**src/rtl/arcfour_pkg.sv**
```systemverilog
// Shared definitions for the arcfour key-search blocks: message reader state
// encoding and the width/limit of the failed-key counter.
package arcfour_pkg;

  localparam int KEYS_TRIED_W = 24;
  localparam logic [KEYS_TRIED_W-1:0] KEYS_TRIED_MAX = {KEYS_TRIED_W{1'b1}};

  typedef enum logic [2:0] {
    ST_IDLE  = 3'd0,
    ST_FETCH = 3'd1,
    ST_WAIT  = 3'd2,
    ST_SEND  = 3'd3,
    ST_DONE  = 3'd4
  } reader_state_t;

endpackage

```
**src/rtl/edge_detector.sv**
```systemverilog
// Rising-edge detector: one-cycle pulse in the cycle a level input first
// reads high. History register clears on the asynchronous active-low reset.
module edge_detector (
  input  logic clk,
  input  logic reset,
  input  logic sig,
  output logic pulse
);

  logic sig_q;

  // Remember the previous sample of the level input.
  always_ff @(posedge clk or negedge reset) begin
    if (!reset) sig_q <= 1'b0;
    else        sig_q <= sig;
  end

  assign pulse = sig & ~sig_q;

endmodule

```
**src/rtl/message_reader.sv**
```systemverilog
// Message reader: once the key search terminates successfully, latches the
// winning key and streams the decrypted message out of RAM-A one byte at a
// time; on an unsuccessful search it reports completion straight away.
// Also counts the keys that failed to decrypt.
//
// Output handshake: char_data is offered while char_valid is high and is held
// stable until a cycle in which char_valid && char_ready are both high at the
// rising clock edge, which is the transfer. char_valid is a register output and
// never depends combinationally on char_ready.
module message_reader
  import arcfour_pkg::*;
#(
  parameter int RAM_WIDTH          = 8,
  parameter int MESSAGE_LENGTH     = 32,
  parameter int MESSAGE_LOG_LENGTH = 5,
  parameter int KEY_LENGTH         = 3
) (
  input  logic                             clk,
  input  logic                             reset,
  input  logic                             start,
  input  logic                             arcfour_finished,
  input  logic                             arcfour_terminated,
  input  logic                             success,
  input  logic [KEY_LENGTH*RAM_WIDTH-1:0]  key,
  output logic [MESSAGE_LOG_LENGTH-1:0]    bAddr,
  input  logic [RAM_WIDTH-1:0]             bOut,
  output logic [RAM_WIDTH-1:0]             char_data,
  output logic                             char_valid,
  input  logic                             char_ready,
  output logic [KEY_LENGTH*RAM_WIDTH-1:0]  found_key,
  output logic                             key_found,
  output logic                             done,
  output logic [KEYS_TRIED_W-1:0]          keys_tried,
  output reader_state_t                    state
);

  localparam logic [MESSAGE_LOG_LENGTH-1:0] LAST_ADDR =
    MESSAGE_LOG_LENGTH'(MESSAGE_LENGTH - 1);

  logic start_pulse;
  logic term_pulse;
  logic fin_q;
  logic fin_pulse;

  edge_detector u_start_edge (
    .clk   (clk),
    .reset (reset),
    .sig   (start),
    .pulse (start_pulse)
  );

  edge_detector u_term_edge (
    .clk   (clk),
    .reset (reset),
    .sig   (arcfour_terminated),
    .pulse (term_pulse)
  );

  assign fin_pulse = arcfour_finished & ~fin_q;

  // Failed-key counter: counts finished edges, saturates, cleared by a new search.
  always_ff @(posedge clk or negedge reset) begin
    if (!reset) begin
      fin_q      <= 1'b0;
      keys_tried <= '0;
    end else begin
      fin_q <= arcfour_finished;
      if (start_pulse)
        keys_tried <= '0;
      else if (fin_pulse && keys_tried != KEYS_TRIED_MAX)
        keys_tried <= keys_tried + KEYS_TRIED_W'(1);
    end
  end

  // Reader FSM: fetch each byte, wait one cycle for RAM data, offer it downstream.
  always_ff @(posedge clk or negedge reset) begin
    if (!reset) begin
      state      <= ST_IDLE;
      bAddr      <= '0;
      char_data  <= '0;
      char_valid <= 1'b0;
      found_key  <= '0;
      key_found  <= 1'b0;
      done       <= 1'b0;
    end else if (start_pulse) begin
      // A new search abandons whatever is in flight.
      state      <= ST_IDLE;
      bAddr      <= '0;
      char_valid <= 1'b0;
      key_found  <= 1'b0;
      done       <= 1'b0;
    end else begin
      case (state)
        ST_IDLE: begin
          if (term_pulse) begin
            if (success) begin
              found_key <= key;
              key_found <= 1'b1;
              bAddr     <= '0;
              state     <= ST_FETCH;
            end else begin
              key_found <= 1'b0;
              done      <= 1'b1;
              state     <= ST_DONE;
            end
          end
        end
        ST_FETCH: begin
          state <= ST_WAIT;
        end
        ST_WAIT: begin
          char_data  <= bOut;
          char_valid <= 1'b1;
          state      <= ST_SEND;
        end
        ST_SEND: begin
          if (char_ready) begin
            char_valid <= 1'b0;
            if (bAddr == LAST_ADDR) begin
              done  <= 1'b1;
              state <= ST_DONE;
            end else begin
              bAddr <= bAddr + MESSAGE_LOG_LENGTH'(1);
              state <= ST_FETCH;
            end
          end
        end
        ST_DONE: begin
          state <= ST_DONE;
        end
        default: begin
          state <= ST_IDLE;
        end
      endcase
    end
  end

endmodule

```
**config.mk**
```make
export PLATFORM = sky130hd
export DESIGN_NAME = message_reader
export DESIGN_NICKNAME = d
export VERILOG_FILES = /design/src/rtl/arcfour_pkg.sv /design/src/rtl/edge_detector.sv /design/src/rtl/message_reader.sv
export SDC_FILE = /design/constraint.sdc
export NUM_CORES = 1
export LEC_CHECK = 0
export ABC_AREA = 1
export CORE_UTILIZATION = 35
export CTS_CLUSTER_SIZE = 16
export DETAILED_ROUTE_END_ITERATION = 8
export PLACE_DENSITY = 0.69
export SKIP_CTS_REPAIR_TIMING = 1
export SYNTH_ARGS = -nofsm -noshare
export SYNTH_HDL_FRONTEND = slang
export SYNTH_SLANG_ARGS = --single-unit
```
**constraint.sdc**
```tcl
create_clock -name clk -period 4.3 [get_ports clk]
set_input_delay 0.43 -clock clk [delete_from_list [all_inputs] [get_ports clk]]
set_output_delay 0.43 -clock clk [all_outputs]
set_load 0.1 [all_outputs]
```
==> metrics.cfg, run 1 <==
[status]
status=finished clean

[routing]
wl_met2_mm=4.10
routed-wl-met3_um=915
drt_iter0_drc=146
wl_met1_mm=3.72
via_count=3304
postRouteAntennaNets=0
wl_mm=8.83
highest_layer=met4
wire_per_inst_um=12.8
drt-pass1-iter-count=4
viasPerCell=4.78
drc=0

[worst_setup_path]
end_kind=output port
crit_arrival_ns=2.00
crit_chain=clkdlybuf4s50_1
crit_family=buffers and inverters
cp_max_fo=5
worst-path-buf-inv=1
critPathMaxStageDelay_ns=1.19
cp.required_ns=3.87
criticalPathCategory=flip-flop to output port
startpoint_type=flip-flop
critPathSlowestCell=clkdlybuf4s50_1

[clock_tree]
cts.clk_slew.worst_paths_ns=0.09
htreeDepth=3
root_buffer=clkbuf_8
cts_tree=built
numClockSinks=70
clock_latency_ns=0.36
cts_buffers=9
clock_path_buffers=2

[die]
row_count=36
core_area_mm2=0.00977
die_w_um=102
die_area_mm2=0.0105
die_h_um=102
initial_core_util_pct=36.1
boundaryPins=106

[timing]
worstMarginPinSlew_ns=1.02
maxSlewHeadroom_pct=31.9
drv_slew=0
clock.fmax_mhz=411
setup_viol=0
period_share_pct=56.6
hold_viol=0
fin_crit_ns=2.43
skew_ns=0.0103
rsz0062_at_grt=false
finalSetupTns_ns=0

[place]
port_buffers=105
place_area_mm2=0.00467
gp_congestion=0.840
place_hpwl_mm=6.51
placedCellCount=675

[synth]
syn_nets=491
netlist_area_mm2=0.00353
synth_area_per_cell_um2=7.88
yosysUniqueCellTypes=27
ys_seq_area_share_pct=49.6
syn_inst=448
yosys_register_bits=70
ys.warnings.count=0

[global_routing]
first_global_vias=3149
antenna_found_initial=0
grt_max_degree=38
grt_pass1_wl_mm=14.5
gr-total-overflow=0
grt.total_usage_pct=18.0

[cells_and_area]
nFillCells=950
nets=596
drive_gt1_share_pct=7.89
stdcell_count=691
antenna_cells=0
syn2layout_area_growth_pct=37.9
postLayoutCellArea_mm2=0.00487

[pwr]
p_per_area_mw_per_mm2=740
peakVddDrop_v=0.000782
p_leak_nw=2.22

[job]
drv_cap=0

[hold_path]
hold_class=input port to asynchronous set/reset pin

==> metal layers <==
layer,up-vias,global-route usage [%]
li1,1637,-
met1,1541,21.2
met2,117,29.6
met3,9,7.66
met4,0,5.49
met5,-,0
==> power breakdown <==
| group | total (W) | switching [W] | internal (W) |
|---|---|---|---|
| registers | 0.000959 | 0.000119 | 0.000840 |
| clock network | 0.000533 | 0.000304 | 0.000229 |
| logic | 0.00211 | 0.00165 | 0.000456 |
==> through the flow <==
step                hold slack [ns]  utilization, %  setup WS [ns]  power (W)
floorplan                     0.134               -           1.98    0.00257
global placement              0.454            47.8           1.61    0.00306
global route                  0.215            49.8           1.57    0.00375
CTS                           0.171            49.8           1.85    0.00363
finish                        0.157            49.8           1.87    0.00360
detailed placement            0.459            47.8           1.49    0.00308
==> path summary, 6_finish.rpt <==
check,start,endpoint,slack (ns),cells after the start
setup / recovery,state[2],state[2],1.87,1
hold / removal,reset,fin_q,0.16,1
setup reg to reg,u_start_edge.sig_q,bAddr[1],2.08,8
hold reg to reg,found_key[13],found_key[13],0.48,2
max in group asynchronous,reset,char_data[6],3.16,2
min in group clk,found_key[13],found_key[13],0.48,2
==> sequential cells by signal, indices dropped and copies added, names as in the netlist <==
signal and flops:
fin_q 1, char_valid 1, char_data 8, key_found 1, found_key 24, u_start_edge.sig_q 1, state 3, keys_tried 24
done 1, bAddr 5, u_term_edge.sig_q 1
==> cells in the mapped netlist <==
master / n / area share (%)
buf_6: 1 / 0.32
nand3b_1: 4 / 0.85
nand4_1: 5 / 0.89
buf_8: 1 / 0.43
nor3_1: 5 / 0.71
ha_1: 4 / 1.4
nor3_4: 1 / 0.46
a21oi_1: 11 / 1.6
buf_4: 2 / 0.43
xor2_1: 5 / 1.2
nor2_2: 6 / 1.1
o21a_1: 1 / 0.21
buf_2: 10 / 1.4
nor2_4: 1 / 0.32
and2_1: 1 / 0.18
dfrtp_1: 70 / 50
nor2_1: 40 / 4.3
inv_2: 1 / 0.11
or2_2: 1 / 0.18
inv_1: 32 / 3.4
o21ai_0: 19 / 2.7
nand2_2: 6 / 1.1
o21ai_1: 5 / 0.71
mux2_2: 8 / 2.6
o21bai_1: 3 / 0.64
nand2_1: 163 / 17
nand3_1: 42 / 6.0
==> cell families after synthesis <==
| group | count (synthesis) | share of synthesized area (%) |
|---|---|---|
| AOI/OAI and AO/OA | 39 | 5.81 |
| xor gates and xnor gates | 5 | 1.24 |
| buffers and inverters | 47 | 6.10 |
| muxes | 8 | 2.55 |
| DFF | 70 | 49.6 |
| adders and majority gates | 4 | 1.42 |
| and+or+nand+nor | 275 | 33.3 |
==> cell type report <==
type / instances / area (um2) / share of cell area, %
inverter: 33 / 124 / 2.55
clock buffer: 9 / 124 / 2.55
sequential: 70 / 1750 / 36.0
timing repair buffer: 108 / 1070 / 22.0
tap: 133 / 166 / 3.42
multi-input combinational: 331 / 1560 / 32.1
clock inverter: 7 / 68.8 / 1.41
==> layout by cell type (no fill, tap or decap), drive strengths merged, types with 8 or more instances in the layout <==
cell type / instances
nor2: 47
inv: 39
nand2: 169
clkbuf: 9
a21oi: 11
mux2: 8
nand3: 42
o21ai: 24
dfrtp: 70
clkdlybuf4s50: 104
Note: power is estimated with default switching activity, not from simulation.
==> run 2: changes to the inputs <==
Settings changed: PLACE_DENSITY 0.69 to 0.72.
Clock period 4.3 ns to 2.1 ns, I/O delays scaled along.
==> run 2 against run 1 <==
Effect of this change: cell count grew 0.72%; worst hold slack gained 0.18 ns; sequential share of layout area is 0.80 points higher; non-clock buffer count grew 5; clock skew is 0.0048 ns higher; wire length decreased by 2.9%; worst setup slack got worse by 1.6 ns; combinational power increased by 98%; register-to-register slack lost 1.8 ns; design area down 1.5%; global-route usage shrank 0.28 points; die area stayed put; critical path type is now flip-flop to flip-flop; largest power group unchanged.
==> metrics.cfg, run 2 (same netlist as run 1, synthesis figures left out) <==
[die]
die_area_mm2=0.0105  ; unchanged
core_area_mm2=0.00977  ; unchanged
initial_core_util_pct=36.1  ; unchanged
boundaryPins=106  ; unchanged
die_h_um=102  ; unchanged
die_w_um=102  ; unchanged
row_count=36  ; unchanged

[cells_and_area]
stdcell_count=696  ; was 691
final_common_cell=nand2_1  ; unchanged
antenna_cells=0  ; unchanged
final_cell_mix=nand2_1, buf_4, dfrtp_1  ; was nand2_1, clkdlybuf4s50_1, dfrtp_1
postLayoutCoreUtil_pct=49.0  ; was 49.8%
top_regs=found_key (24), keys_tried (24), char_data (8)  ; unchanged
drive_gt1_share_pct=21.8  ; was 7.89%
nets=601  ; was 596
syn2layout_area_growth_pct=35.7  ; was 37.9%

[global_routing]
grt.total_usage_pct=17.7  ; was 18.0%
grt_pass1_wl_mm=14.4  ; was 14.5 mm
gr-total-overflow=0  ; unchanged
antenna_found_initial=0  ; unchanged
first_global_vias=3172  ; was 3,149
grt_max_degree=71  ; was 38

[place]
gp_congestion=0.868  ; was 0.840
port_buffers=105  ; unchanged
place_ws_ns=0.210  ; was 1.49 ns
placedCellCount=679  ; was 675
place_hpwl_mm=6.30  ; was 6.51 mm

[routing]
viasPerCell=4.76  ; was 4.78
drc=0  ; unchanged
wire_per_inst_um=12.3  ; was 12.8 um
drt_iter0_drc=117  ; was 146
drt-pass1-iter-count=4  ; unchanged
postRouteAntennaNets=0  ; unchanged
wl_mm=8.58  ; was 8.83 mm
via_count=3312  ; was 3,304

[worst_setup_path]
startpoint_type=flip-flop  ; unchanged
crit_arrival_ns=2.11  ; was 2.00 ns
critPathMaxStageDelay_ns=0.43  ; was 1.19 ns
end_kind=flip-flop  ; was output port
worst-path-buf-inv=1  ; unchanged
crit_family=simple AND/OR/NAND/NOR gates  ; was buffers and inverters
criticalPathCategory=flip-flop to flip-flop  ; was flip-flop to output port
cp_max_fo=12  ; was 5
critPathSlowestCell=dfrtp_2  ; was clkdlybuf4s50_1
crit_start=keys_tried[0]  ; was state[2]
regToRegStartpoint=keys_tried[0]  ; was u_start_edge.sig_q
crit_path_frequent_cell=nand2_2
cp.required_ns=2.38  ; was 3.87 ns
crit_chain=ha_1 -> nand2_2 -> nor2_2 -> nand2_2 -> nor2_4 -> nand2_1 -> nand2_2 -> inv_1 -> nand3_1 -> nand2_1  ; was clkdlybuf4s50_1

[timing]
fin_crit_ns=1.83
final.setup.worst_slack_ns=0.274  ; was 1.87 ns
setup_viol=0  ; unchanged
worstMarginPinSlew_ns=0.433  ; was 1.02 ns
rsz0062_at_grt=false  ; unchanged
clock.fmax_mhz=548
maxSlewHeadroom_pct=70.9  ; was 31.9%
period_share_pct=87.0
finalSetupTns_ns=0  ; unchanged
hold_viol=0  ; unchanged
skew_ns=0.0151  ; was 0.0103 ns
drv_slew=0  ; unchanged

[hold_path]
hold_class=input port to flip-flop  ; was input port to asynchronous set/reset pin
hold_start=arcfour_finished

[job]
drv_cap=0  ; unchanged

[status]
status=finished clean  ; unchanged

[clock_tree]
cts_buffers=9  ; unchanged
clock_path_buffers=2  ; unchanged
htreeDepth=3  ; unchanged
cts_tree=built  ; unchanged
numClockSinks=70  ; unchanged
cts.clk_slew.worst_paths_ns=0.08  ; was 0.09 ns
clock_latency_ns=0.35  ; was 0.36 ns
root_buffer=clkbuf_8  ; unchanged

[pwr]
p_per_area_mw_per_mm2=1540  ; was 740 mW/mm2
power_w=0.00737  ; was 0.00360 W
peakVddDrop_v=0.00138  ; was 0.000782 V
p_leak_nw=2.35  ; was 2.22 nW

-- run 2: changes by cell type in the layout (fill, tap and decap cells not counted), moves of 2 or more --
cell	before	now
inv_6	3	1
bufinv_16	0	2
buf_4	3	73
clkdlybuf4s50_1	104	37
dfrtp_2	0	9
inv_8	3	0
dfrtp_1	70	61
-- run 2: worst paths after layout --
kind                       cells after the start             end  slack (ns)
max in group asynchronous                      3        bAddr[0]        1.35
max reg2reg                                   10  keys_tried[16]        0.27
min reg2reg                                    2    found_key[6]        0.48
min                                            1           fin_q        0.34
min in group asynchronous                      3  keys_tried[18]        0.43
max                                           10  keys_tried[16]        0.27
-- run 2: worst register-to-register path, delay by kind of cell, from the launching register on --
kind | cells | cell delay, ns
adder cells (fa/ha/maj) | 1 | 0.24
buffers and inverters | 1 | 0.37
AND/OR/NAND/NOR | 8 | 0.72
flip-flops | 1 | 0.43
-- run 2: final cells by class --
class                      instances  area (um2)
multi-input combinational        331        1560
tap                              133         166
sequential                        70        1760
clock buffer                      10         128
clock inverter                     6        93.8
fill                             990        4980
timing repair buffer             113         953
inverter                          33         124
-- run 2: where the power goes --
part	total, W	switching, W	internal [W]
clock network	0.00123	0.000551	0.000678
registers	0.00197	0.000244	0.00172
logic	0.00417	0.00336	0.000811
-- run 2: through the flow --
stage               area, um2  hold slack [ns]
floorplan                3540          -0.0856
global placement         4560            0.265
detailed placement       4560            0.269
CTS                      4780           -0.111
global route             4790            0.326
finish                   4790            0.336
-- run 2: layer usage --
layer	share of wire (%)	vias to the layer above	global-route usage [%]
met5	0	-	0
met4	1.0	0	4.95
met3	9.9	9	7.52
met2	46	124	27.6
met1	43	1532	22.3
li1	-	1647	-
==> run 3: changes to the inputs <==
Settings changed: CTS_CLUSTER_SIZE 16 to default, RECOVER_POWER from default to 100.
==> run 3 against run 2 <==
Effect of this change: power shrank 3.7%; utilization down 2.2 points; combinational power shrank 6.2%; global-route usage did not move; clock skew down 0.0011 ns; sequential cell count stayed put; highest routed layer unchanged; critical path depth is the same; worst setup slack worse by 0.034 ns; sequential power about the same; cell count stayed put; wire length hardly changed; non-clock buffer count unchanged.
==> metrics.cfg, run 3 (same netlist as run 1, synthesis figures left out) <==
[status]
status=finished clean  ; unchanged

[pwr]
peakVddDrop_v=0.00133  ; was 0.00138 V
p_per_area_mw_per_mm2=1550  ; was 1540 mW/mm2
clkPwrFrac_pct=17.3  ; was 16.7%
p_int_w=0.00295  ; was 0.00321 W
seq_power_share_pct=27.6  ; was 26.7%
p_leak_nw=2.27  ; was 2.35 nW
switchingPower_w=0.00414  ; was 0.00416 W
p_sw_share_pct=58.4  ; was 56.4%
combPwrFrac_pct=55.1  ; was 56.6%

[global_routing]
grt_max_degree=71  ; unchanged
grt.total_usage_pct=17.7  ; unchanged
gr-total-overflow=0  ; unchanged
antenna_found_initial=0  ; unchanged
first_global_vias=3172  ; unchanged
grt_pass1_wl_mm=14.4  ; unchanged

[place]
place_hpwl_mm=6.30  ; unchanged
gp_congestion=0.868  ; unchanged
placedCellCount=679  ; unchanged
port_buffers=105  ; unchanged

[worst_setup_path]
critPathMaxStageDelay_ns=0.40  ; was 0.43 ns
reg2reg_to=keys_tried[12]  ; was keys_tried[16]
crit_arrival_ns=2.13  ; was 2.11 ns
worst-path-buf-inv=1  ; unchanged
reg2regPathDepth=10  ; unchanged
startpoint_type=flip-flop  ; unchanged
crit_chain=ha_1 -> nand2_1 -> nor2_2 -> nand2_2 -> nor2_4 -> nand2_1 -> nand2_2 -> clkbuf_2 -> nand3_1 -> o21ai_0  ; was ha_1 -> nand2_2 -> nor2_2 -> nand2_2 -> nor2_4 -> nand2_1 -> nand2_2 -> inv_1 -> nand3_1 -> nand2_1
crit_start=keys_tried[1]  ; was keys_tried[0]
critPathSlowestCell=dfrtp_2  ; unchanged
regToRegStartpoint=keys_tried[1]  ; was keys_tried[0]
end_kind=flip-flop  ; unchanged
criticalPathCategory=flip-flop to flip-flop  ; unchanged
cp_max_fo=15  ; was 12
crit_family=simple AND/OR/NAND/NOR gates  ; unchanged
regToRegSetupSlack_ns=0.24  ; was 0.27 ns
cp.required_ns=2.37  ; was 2.38 ns

[timing]
clock.fmax_mhz=537  ; was 548 MHz
period_share_pct=88.6  ; was 87.0%
fin_crit_ns=1.86  ; was 1.83 ns
finalSetupTns_ns=0  ; unchanged
hold_viol=0  ; unchanged
drv_slew=0  ; unchanged
skew_ns=0.0140  ; was 0.0151 ns
rsz0062_at_grt=false  ; unchanged
worstMarginPinSlew_ns=1.17  ; was 0.433 ns
maxSlewHeadroom_pct=22.4  ; was 70.9%
setup_viol=0  ; unchanged
holdWs_ns=0.387  ; was 0.336 ns

[routing]
wl_mm=8.58  ; about the same
wl_met2_mm=3.89  ; was 3.93 mm
wire_per_inst_um=12.3  ; about the same
drt_iter0_drc=114  ; was 117
viasPerCell=4.73  ; was 4.76
drc=0  ; unchanged
routed-wl-met3_um=812  ; was 849 um
drt-pass1-iter-count=4  ; unchanged
wl_met1_mm=3.75  ; was 3.72 mm
postRouteAntennaNets=0  ; unchanged
via_count=3291  ; was 3,312
highest_layer=met4  ; unchanged

[cells_and_area]
syn2layout_area_growth_pct=29.6  ; was 35.7%
top_regs=found_key (24), keys_tried (24), char_data (8)  ; unchanged
postLayoutCoreUtil_pct=46.8  ; was 49.0%
stdcell_count=696  ; unchanged
final_cell_mix=nand2_1, dfrtp_1, clkbuf_2  ; was nand2_1, buf_4, dfrtp_1
final_common_cell=nand2_1  ; unchanged
drive_gt1_share_pct=19.4  ; was 21.8%
nets=601  ; unchanged
antenna_cells=0  ; unchanged

[die]
initial_core_util_pct=36.1  ; unchanged
die_h_um=102  ; unchanged
die_w_um=102  ; unchanged
boundaryPins=106  ; unchanged
core_area_mm2=0.00977  ; unchanged
die_area_mm2=0.0105  ; unchanged
row_count=36  ; unchanged

[clock_tree]
cts_buffers=9  ; unchanged
root_buffer=clkbuf_8  ; unchanged
cts_tree=built  ; unchanged
clock_path_buffers=2  ; unchanged
numClockSinks=70  ; unchanged
htreeDepth=3  ; unchanged
cts.clk_slew.worst_paths_ns=0.08  ; about the same
clock_latency_ns=0.35  ; about the same

[hold_path]
hold_start=key[4]  ; was arcfour_finished
hold_class=input port to flip-flop  ; unchanged
holdPathEnd=found_key[4]  ; was fin_q
hold_depth=3  ; was 1

[job]
drv_cap=0  ; unchanged

[run 3: cell types whose count changed in the layout (fill, tap and decap cells not counted), moves of 5 or more]
cell	before	now
buf_4	73	5
clkbuf_1	1	8
o21ai_0	19	24
o21ai_1	5	0
clkbuf_2	0	61
[run 3: area by class of cell]
| cell class | count | area (um2) |
|---|---|---|
| clock buffer | 10 | 128 |
| clock inverter | 6 | 93.8 |
| fill | 1025 | 5200 |
| inverter | 33 | 124 |
| multi-input combinational | 331 | 1540 |
| sequential | 70 | 1760 |
| tap | 133 | 166 |
| timing repair buffer | 113 | 762 |
[run 3: worst register-to-register path, delay by kind of cell, from the launching register on]
family / cells / cell delay, ns
compound gates: 1 / 0.09
flops: 1 / 0.40
fa+ha+maj: 1 / 0.20
buf+inv: 1 / 0.32
simple gates: 7 / 0.79
[run 3: through the flow]
stage                     instance area, um2  total power, W  setup slack, ns
after floorplan                         3540         0.00526          0.00519
after global placement                  4560         0.00615            0.254
after detailed placement                4560         0.00619            0.210
after CTS                               4780         0.00743            0.257
after global routing                    4580         0.00742           0.0521
final                                   4580         0.00709            0.239
[run 3: worst max-delay path by stage]
stage,endpoint,slack [ns],cells after the start
after global routing,key_found,0.05,7
after detailed placement,bAddr[2],0.21,10
after global placement,keys_tried[14],0.25,8
after floorplan,keys_tried[2],0.005,10
final,keys_tried[12],0.24,10
after CTS,keys_tried[14],0.26,10
[run 3: metal layers]
metal / GRT usage [%] / vias to the layer above
met4: 4.95 / 0
met2: 27.6 / 110
met1: 22.3 / 1521
met3: 7.52 / 10
li1: - / 1650
met5: 0 / -
[run 3: power by group through the flow]
stage / Sequential, W / Clock [W] / Combinational [W]
detailed placement: 0.00199 / 0 / 0.00420
CTS: 0.00198 / 0.00126 / 0.00420
global placement: 0.00198 / 0 / 0.00417
finish: 0.00196 / 0.00123 / 0.00391
floorplan: 0.00466 / 0 / 0.000595
global route: 0.00202 / 0.00131 / 0.00409
